$ cat src/rtl/parity_frame_rx_pkg.sv
// Shared types and constants for the parity_frame_rx serial receiver.
package parity_frame_rx_pkg;

    localparam int DATA_BITS     = 4;
    localparam int FRAME_SAMPLES = 7;
    localparam int CNT_W         = $clog2(DATA_BITS);

    typedef enum logic [1:0] {IDLE, DATA, PARITY, STOP} rx_state_t;

    // Contents of the single-entry holding register presented to the consumer.
    typedef struct packed {
        logic [DATA_BITS-1:0] data;
        logic                 par_err;
        logic                 frame_err;
    } rx_word_t;

endpackage

$ cat src/rtl/parity_frame_rx_if.sv
// Valid/ready consumer bus carrying the received nibble and its error flags.
interface parity_frame_rx_if;
    import parity_frame_rx_pkg::*;

    logic [DATA_BITS-1:0] data;
    logic                 par_err;
    logic                 frame_err;
    logic                 overrun;
    logic                 valid;
    logic                 ready;

    modport master (output data, par_err, frame_err, overrun, valid, input ready);
    modport slave  (input data, par_err, frame_err, overrun, valid, output ready);

endinterface

$ cat src/rtl/parity_frame_rx_xor4.sv
// Existing 4-bit parity checker: y is the XOR reduction of a.
module xor4 (
    input  logic [3:0] a,
    output logic       y
);

    assign y = ^a;

endmodule

$ cat src/rtl/parity_frame_rx.sv
// Serial frame receiver: start, 4 data bits LSB first, parity, stop; result is
// held in a single-entry register behind a valid/ready handshake.
module parity_frame_rx
    import parity_frame_rx_pkg::*;
#(
    parameter bit ODD_PARITY = 1'b0
) (
    input  logic                    clk,
    input  logic                    reset,
    input  logic                    sample_en,
    input  logic                    rx,
    output logic                    busy,
    parity_frame_rx_if.master       bus
);

    rx_state_t            state;
    rx_state_t            state_next;
    logic [CNT_W-1:0]     count;
    logic [DATA_BITS-1:0] shreg;
    logic                 par_bit;
    logic                 shreg_xor;
    rx_word_t             hold;
    logic                 valid_q;
    logic                 overrun_q;

    logic                 start;
    logic                 shift_en;
    logic                 par_en;
    logic                 capture;
    logic                 accept;

    xor4 u_xor4 (
        .a (shreg),
        .y (shreg_xor)
    );

    // NOTE: sequential state uses non-blocking assignments so every register
    // samples pre-edge values regardless of statement order.
    always_ff @(posedge clk) begin
        if (reset) state <= IDLE;
        else       state <= state_next;
    end

    // NOTE: default assignment first so no path leaves state_next unassigned,
    // which would otherwise infer a latch.
    always_comb begin
        state_next = state;
        if (sample_en) begin
            unique case (state)
                IDLE:    if (!rx) state_next = DATA;
                DATA:    if (count == CNT_W'(DATA_BITS - 1)) state_next = PARITY;
                PARITY:  state_next = STOP;
                STOP:    state_next = IDLE;
                default: state_next = IDLE;
            endcase
        end
    end

    always_comb begin
        busy     = (state != IDLE);
        start    = sample_en && (state == IDLE) && !rx;
        shift_en = sample_en && (state == DATA);
        par_en   = sample_en && (state == PARITY);
        capture  = sample_en && (state == STOP);
    end

    // shreg holds still through PARITY so the xor4 result is settled at STOP.
    always_ff @(posedge clk) begin
        if (reset) begin
            count   <= '0;
            shreg   <= '0;
            par_bit <= 1'b0;
        end else begin
            if (start) begin
                count <= '0;
            end else if (shift_en) begin
                shreg <= {rx, shreg[DATA_BITS-1:1]};
                count <= count + CNT_W'(1);
            end
            if (par_en) par_bit <= rx;
        end
    end

    assign accept = valid_q && bus.ready;

    // A capture always wins; overrun is raised only when it displaces an
    // unaccepted word, and a simultaneous acceptance leaves it untouched.
    always_ff @(posedge clk) begin
        if (reset) begin
            hold      <= '0;
            valid_q   <= 1'b0;
            overrun_q <= 1'b0;
        end else if (capture) begin
            hold.data      <= shreg;
            hold.par_err   <= shreg_xor ^ par_bit ^ ODD_PARITY;
            hold.frame_err <= ~rx;
            valid_q        <= 1'b1;
            if (valid_q && !bus.ready) overrun_q <= 1'b1;
        end else if (accept) begin
            valid_q   <= 1'b0;
            overrun_q <= 1'b0;
        end
    end

    assign bus.data      = hold.data;
    assign bus.par_err   = hold.par_err;
    assign bus.frame_err = hold.frame_err;
    assign bus.valid     = valid_q;
    assign bus.overrun   = overrun_q;

endmodule

$ cat src/flat_wrapper.sv
// flat-port wrapper written by rule: the top's interface ports become plain ports
module parity_frame_rx_flat import parity_frame_rx_pkg::*;
#(
    parameter bit ODD_PARITY = 1'b0
)
  (clk, reset, sample_en, rx, busy, bus_data, bus_par_err, bus_frame_err, bus_overrun, bus_valid, bus_ready);
  parity_frame_rx_if bus_i ();
  input  logic clk;
  input  logic reset;
  input  logic sample_en;
  input  logic rx;
  output logic busy;
  output wire logic [$bits(bus_i.data)-1:0] bus_data;
  output wire logic [$bits(bus_i.par_err)-1:0] bus_par_err;
  output wire logic [$bits(bus_i.frame_err)-1:0] bus_frame_err;
  output wire logic [$bits(bus_i.overrun)-1:0] bus_overrun;
  output wire logic [$bits(bus_i.valid)-1:0] bus_valid;
  input wire logic [$bits(bus_i.ready)-1:0] bus_ready;
  assign bus_data = bus_i.data;
  assign bus_par_err = bus_i.par_err;
  assign bus_frame_err = bus_i.frame_err;
  assign bus_overrun = bus_i.overrun;
  assign bus_valid = bus_i.valid;
  assign bus_i.ready = bus_ready;
  parity_frame_rx #(.ODD_PARITY(ODD_PARITY)) u_core (.clk(clk), .reset(reset), .sample_en(sample_en), .rx(rx), .busy(busy), .bus(bus_i));
endmodule
$ cat config.mk
export PLATFORM = sky130hd
export DESIGN_NAME = parity_frame_rx_flat
export DESIGN_NICKNAME = d
export VERILOG_FILES = /design/src/rtl/parity_frame_rx_pkg.sv /design/src/rtl/parity_frame_rx_if.sv /design/src/rtl/parity_frame_rx_xor4.sv /design/src/rtl/parity_frame_rx.sv /design/src/flat_wrapper.sv
export SDC_FILE = /design/constraint.sdc
export NUM_CORES = 1
export LEC_CHECK = 0
export ABC_AREA = 1
export CORE_MARGIN = 2
export CORE_UTILIZATION = 50
export DETAILED_ROUTE_END_ITERATION = 16
export HOLD_SLACK_MARGIN = 0.12
export PLACE_DENSITY = 0.78
export SYNTH_ARGS = -nofsm -noshare
export SYNTH_HDL_FRONTEND = slang
export SYNTH_SLANG_ARGS = --single-unit
$ cat constraint.sdc
create_clock -name clk -period 1.56 [get_ports clk]
set_input_delay 0.156 -clock clk [delete_from_list [all_inputs] [get_ports clk]]
set_output_delay 0.156 -clock clk [all_outputs]
set_load 0.05 [all_outputs]
==> flow_metrics.env, run 1 <==
export IMPL_run_status="complete, no violations"
export IMPL_reg2reg_slack_ns=0.31
export IMPL_final_max_slew_viols=0
export IMPL_synth_nets=116
export IMPL_worst_clock_skew_ns=0.000740
export IMPL_drt_initial_drc_count=10
export IMPL_cts_root_buffer="clkbuf_4"
export IMPL_routed_via_count=693
export IMPL_wire_length_of_the_first_global_routing_pass_um=2500
export IMPL_worst_path_max_fanout=3
export IMPL_setup_viol_count_final=0
export IMPL_ctsHoldBuffers=0
export IMPL_clk_insertion_delay_late_ns=0.29
export IMPL_core_rows=14
export IMPL_routed_wirelength_um=1430
export IMPL_cts_buffers=3
export IMPL_start_util_pct=53.4
export IMPL_syn_avg_cell_area_sq_um=7.59
export IMPL_die_y_extent_um=44.1
export IMPL_critPathKind="register to output port"
export IMPL_layout_cells_most_common_list="nand2_1, dfxtp_1, inv_1, nor2_1, o21ai_0"
export IMPL_cp_cell_sequence="inv_1, ha_1, inv_1, buf_12"
export IMPL_boundaryPins=14
export IMPL_synth_distinct_cells=18
export IMPL_postSynthCellCount=106
export IMPL_global_route_overflow_total=0
export IMPL_place_congestion=0.722
export IMPL_drc=0
export IMPL_layout_drive_gt1_share_pct=19.7
export IMPL_total_power_w=0.000920
export IMPL_drt_first_pass_iters=4
export IMPL_finalCritPeriodShare_pct=89.8
export IMPL_drt_vias_per_instance=5.02
export IMPL_grt_pass1_vias=644
export IMPL_place_hpwl_um=1120
export IMPL_max_cap_violations=0
export IMPL_core_area_sq_um=1510
export IMPL_antenna_found_initial=0
export IMPL_lkg_pwr_nw=0.446
export IMPL_max_freq_mhz=714
export IMPL_groute_usage_overall_pct=17.6
export IMPL_finalCoreUtilization_pct=64.0
export IMPL_die_x_um=44.1
export IMPL_timing_slew_headroom_pct=80.2
export IMPL_fin_tns_setup_ns=0
export IMPL_die_area_sq_um=1950
export IMPL_net_count_final=133
export IMPL_critical_path_arrival_ns=1.24
export IMPL_postCtsResizedCells=0
export IMPL_cts_htree_levels=1
export IMPL_slowest_delay_ns=0.37
export IMPL_ctsLongestPathBuffers=2
export IMPL_synth_seq_cells=17
export IMPL_synth_cell_area_sq_um=805
export IMPL_synth_seq_area_share_pct=42.3
export IMPL_holdCritPathClass="register to register"
export IMPL_worstMarginPinSlew_ns=0.296
export IMPL_worst_path_most_repeated_cell="inv_1"
export IMPL_yosys_warnings=0
export IMPL_cts_tree="yes"
export IMPL_wire_per_inst_um=10.3
export IMPL_rsz_0062_raised_after_global_routing="no"
export IMPL_endpoint_kind="output port"
export IMPL_crit_path_start_kind="register"
export IMPL_n_antenna_cell=0
export IMPL_finalHoldViolCount=0
export IMPL_max_stage_delay_cell_worst_path="dfxtp_1"
export IMPL_timing_final_crit_period_ns=1.40
export IMPL_area_growth_syn_to_layout_pct=19.8
export IMPL_port_bufs=13
export IMPL_cts_num_sinks=17
export IMPL_ir_worst_vdd_v=0.000607
export IMPL_cts_reportedPaths_clkPinSlew_ns=0.10
export IMPL_cellPowerDensity_nw_per_um2=955
export IMPL_cp_data_required_time_ns=1.40
export IMPL_antenna_violating_nets_post_route=0
export IMPL_cts_post_setup_buffers_inserted=0
export IMPL_grt_max_degree=13
-- cell type report --
class | count | area (sq um)
clock buffers | 3 | 22.5
clock inverters | 1 | 5.00
fillers | 137 | 543
inverters | 16 | 60.1
multi-input cells | 71 | 388
flip-flops and latches | 17 | 340
well taps | 16 | 20.0
repair buffers | 14 | 128
-- per-layer routing --
metal | vias to the layer above | wire, um | GRT usage (%)
li1 | 368 | - | -
met1 | 312 | 621 | 19.5
met2 | 9 | 732 | 31.2
met3 | 4 | 41 | 3.67
met4 | 0 | 32 | 9.70
met5 | - | 0 | 0
-- sequential cells by signal (all words and copies together) (netlist names) --
signal                flops
u_core.count              2
u_core.bus.frame_err      1
u_core.state              2
u_core.shreg              4
u_core.bus.data           4
u_core.bus.overrun        1
u_core.bus.par_err        1
u_core.par_bit            1
u_core.bus.valid          1
-- where the power goes --
part	internal, W	switching, W
clock	0.0000953	0.000137
combinational	0.0000851	0.000128
sequential	0.000457	0.0000190
-- cells by family (layout without fill, tap and decap cells) --
logic type,count (synthesis),in the layout,synth area share (%)
XOR/XNOR,3,3,3.27
flip-flops,17,17,42.3
buffers and inverters,18,34,9.49
adder cells (fa/ha/maj),5,5,7.78
AND/OR/NAND/NOR,38,38,19.4
AO/OA/AOI/OAI,25,25,17.7
-- per-stage QoR --
step,cells,worst slack (ns),hold slack [ns],instance area (sq um)
after floorplan,106,0.214,0.225,805
after global placement,134,0.221,0.449,936
after detailed placement,134,0.207,0.459,936
after CTS,138,0.135,0.474,963
after global routing,138,0.0563,0.494,963
final,138,0.160,0.473,963
-- synthesized netlist by cell type --
| cell type | n | share of area (%) |
|---|---|---|
| dfxtp_1 | 17 | 42 |
| o21ai_2 | 2 | 2.2 |
| xnor2_1 | 1 | 1.1 |
| a21oi_1 | 9 | 5.6 |
| a21oi_2 | 2 | 2.2 |
| inv_2 | 3 | 1.4 |
| nor2_1 | 13 | 6.1 |
| xor2_1 | 2 | 2.2 |
| nand2_2 | 3 | 2.3 |
| buf_2 | 1 | 0.62 |
| o21ai_0 | 10 | 6.2 |
| a211oi_1 | 1 | 0.93 |
| o21ai_1 | 1 | 0.62 |
| nand3_1 | 5 | 3.1 |
| nand2_1 | 17 | 7.9 |
| inv_1 | 13 | 6.1 |
| buf_6 | 1 | 1.4 |
| ha_1 | 5 | 7.8 |
-- worst max-delay path, delay by kind of cell, from the launching register on --
family	cells	cell delay (ns)
flops	1	0.37
fa+ha+maj	1	0.21
buf+inv	3	0.38
-- worst paths after layout --
kind	from	end	cells after the start
worst max-delay path	u_core.state[0]	busy	4
worst min register to register	u_core.count[1]	u_core.count[1]	2
worst min-delay path	u_core.count[1]	u_core.count[1]	2
worst max register to register	u_core.state[1]	u_core.shreg[1]	8
(Power assumes the default switching activity.)
==> run 2, diff against run 1 <==
--- a/config.mk
+++ b/config.mk
@@ -9,7 +9,7 @@
 export CORE_MARGIN = 2
 export CORE_UTILIZATION = 50
 export DETAILED_ROUTE_END_ITERATION = 16
-export HOLD_SLACK_MARGIN = 0.12
+export HOLD_SLACK_MARGIN = 0.06
 export PLACE_DENSITY = 0.78
 export SYNTH_ARGS = -nofsm -noshare
 export SYNTH_HDL_FRONTEND = slang
==> results of run 2 <==
Same layout as run 1: the final DEF is identical, and so are final timing and power.
==> run 3, diff against run 2 <==
--- a/config.mk
+++ b/config.mk
@@ -8,6 +8,7 @@
 export ABC_AREA = 1
 export CORE_MARGIN = 2
 export CORE_UTILIZATION = 50
+export CTS_BUF_LIST = sky130_fd_sc_hd__clkbuf_16
 export DETAILED_ROUTE_END_ITERATION = 16
 export HOLD_SLACK_MARGIN = 0.06
 export PLACE_DENSITY = 0.78
==> flow_metrics.env, run 3 (same netlist as run 1, synthesis figures left out) <==
export IMPL_groute_usage_overall_pct=18.3
export IMPL_cts_post_setup_buffers_inserted=0
export IMPL_layout_cells_most_common_list="nand2_1, dfxtp_1, inv_1, nor2_1, o21ai_0"
export IMPL_net_count_final=133
export IMPL_power_net_switching_w=0.000311
export IMPL_routed_wirelength_um=1480
export IMPL_clk_insertion_delay_late_ns=0.25
export IMPL_max_freq_mhz=745
export IMPL_lkg_pwr_nw=0.469
export IMPL_cts_num_sinks=17
export IMPL_core_area_sq_um=1510
export IMPL_cts_buffers=3
export IMPL_part_of_the_total_power_dissipated_in_sequential_elements_pct=39.9
export IMPL_worst_path_most_repeated_cell="inv_1"
export IMPL_max_stage_delay_cell_worst_path="dfxtp_1"
export IMPL_wire_per_inst_um=10.8
export IMPL_ctsLongestPathBuffers=2
export IMPL_boundaryPins=14
export IMPL_area_growth_syn_to_layout_pct=26.3
export IMPL_grt_pass1_vias=655
export IMPL_timing_slew_headroom_pct=80.4
export IMPL_place_detailed_instances=134
export IMPL_die_area_sq_um=1950
export IMPL_wire_length_of_the_first_global_routing_pass_um=2560
export IMPL_drt_first_pass_iters=4
export IMPL_worstHoldStart="u_core.count[1]"
export IMPL_place_hpwl_um=1120
export IMPL_worst_path_max_fanout=3
export IMPL_cellPowerDensity_nw_per_um2=1180
export IMPL_switching_share_pct=26.0
export IMPL_routed_via_count=704
export IMPL_power_frac_clock_pct=42.3
export IMPL_die_x_um=44.1
export IMPL_cp_cell_sequence="inv_1, ha_1, inv_1, buf_12"
export IMPL_final_max_slew_viols=0
export IMPL_core_rows=14
export IMPL_post_layout_nonfiller_instances=138
export IMPL_cts_reportedPaths_clkPinSlew_ns=0.05
export IMPL_critical_path_buf_inv_count=3
export IMPL_critical_path_arrival_ns=1.19
export IMPL_finalCritPeriodShare_pct=86.0
export IMPL_power_share_of_the_combinational_group_pct=17.8
export IMPL_drt_vias_per_instance=5.10
export IMPL_worstMarginPinSlew_ns=0.293
export IMPL_start_util_pct=53.4
export IMPL_place_worst_setup_slack_ns=0.207
export IMPL_worstReg2RegEnd="u_core.shreg[1]"
export IMPL_finalHoldViolCount=0
export IMPL_ctsHoldBuffers=0
export IMPL_cts_htree_levels=1
export IMPL_place_congestion=0.722
export IMPL_run_status="complete, no violations"
export IMPL_rsz_0062_raised_after_global_routing="no"
export IMPL_layout_drive_gt1_share_pct=19.7
export IMPL_n_antenna_cell=0
export IMPL_endpoint_kind="output port"
export IMPL_cpLargestDelayFamily="buffers and inverters"
export IMPL_global_route_overflow_total=0
export IMPL_drt_initial_drc_count=14
export IMPL_hold_worst_slack_ns=0.467
export IMPL_setup_ws_ns=0.218
export IMPL_hold_path_depth=2
export IMPL_fin_tns_setup_ns=0
export IMPL_r2r_cells=8
export IMPL_postCtsResizedCells=0
export IMPL_port_bufs=13
export IMPL_holdCritPathClass="register to register"
export IMPL_r2r_start="u_core.state[1]"
export IMPL_worst_hold_path_endpoint="u_core.count[1]"
export IMPL_ir_worst_vdd_v=0.000760
export IMPL_setup_viol_count_final=0
export IMPL_cell_internal_pwr_w=0.000886
export IMPL_crit_path_start_kind="register"
export IMPL_drc=0
export IMPL_antenna_violating_nets_post_route=0
export IMPL_antenna_found_initial=0
export IMPL_reg2reg_slack_ns=0.32
export IMPL_worst_clock_skew_ns=0.00198
export IMPL_grt_max_degree=13
export IMPL_critPathKind="register to output port"
export IMPL_timing_final_crit_period_ns=1.34
export IMPL_cts_root_buffer="clkbuf_16"
export IMPL_slowest_delay_ns=0.35
export IMPL_cp_data_required_time_ns=1.40
export IMPL_cts_tree="yes"
export IMPL_reg_largest_list="u_core.bus.data x4, u_core.shreg x4"
export IMPL_max_cap_violations=0
export IMPL_die_y_extent_um=44.1
run 3: cell counts in the layout (fill, tap and decap cells not counted):
Identical to the previous run, type by type.
run 3: area by class of cell:
type	instances	area (sq um)
flip-flops and latches	17	340
clock inverters	1	5.00
well taps	16	20.0
clock buffers	3	75.1
multi-input cells	71	388
repair buffers	14	128
fillers	129	490
inverters	16	60.1
run 3: stage by stage:
step	util (%)	area, sq um	total power (W)
2_1_floorplan	-	805	0.000630
3_3_place_gp	62.1	936	0.000696
3_5_place_dp	62.1	936	0.000700
4_1_cts	67.4	1020	0.00120
5_1_grt	67.4	1020	0.00125
6_report	67.4	1020	0.00120
run 3: worst register-to-register path: cells and delay by family, from the launching register on:
| kind | cells | cell delay, ns |
|---|---|---|
| simple gates | 2 | 0.20 |
| fa+ha+maj | 1 | 0.22 |
| compound gates | 2 | 0.16 |
| flops | 1 | 0.36 |
| buf+inv | 3 | 0.20 |
run 3: worst max-delay path by stage:
stage	startpoint	endpoint	slack [ns]	cells after the start
6_report	u_core.state[0]	busy	0.22	4
3_3_place_gp	sample_en	u_core.bus.overrun	0.22	5
2_1_floorplan	u_core.state[0]	u_core.state[0]	0.21	6
5_1_grt	u_core.state[1]	busy	0.14	4
4_1_cts	u_core.state[0]	busy	0.20	4
3_5_place_dp	sample_en	u_core.bus.overrun	0.21	5
run 3: power by group through the flow:
stage | clock network, W | registers (W) | logic, W
floorplan | 0 | 0.000498 | 0.000132
global placement | 0 | 0.000484 | 0.000211
detailed placement | 0 | 0.000486 | 0.000214
CTS | 0.000511 | 0.000477 | 0.000216
global route | 0.000535 | 0.000480 | 0.000240
finish | 0.000506 | 0.000477 | 0.000213
run 3: routing by layer:
layer	GRT usage (%)	share of wire, %	wire length [um]	vias to the layer above
met5	0	0	0	-
met4	10.9	2.6	39	0
met3	3.67	3.2	48	5
met2	33.2	52	772	10
met1	19.2	42	624	320
li1	-	-	-	369
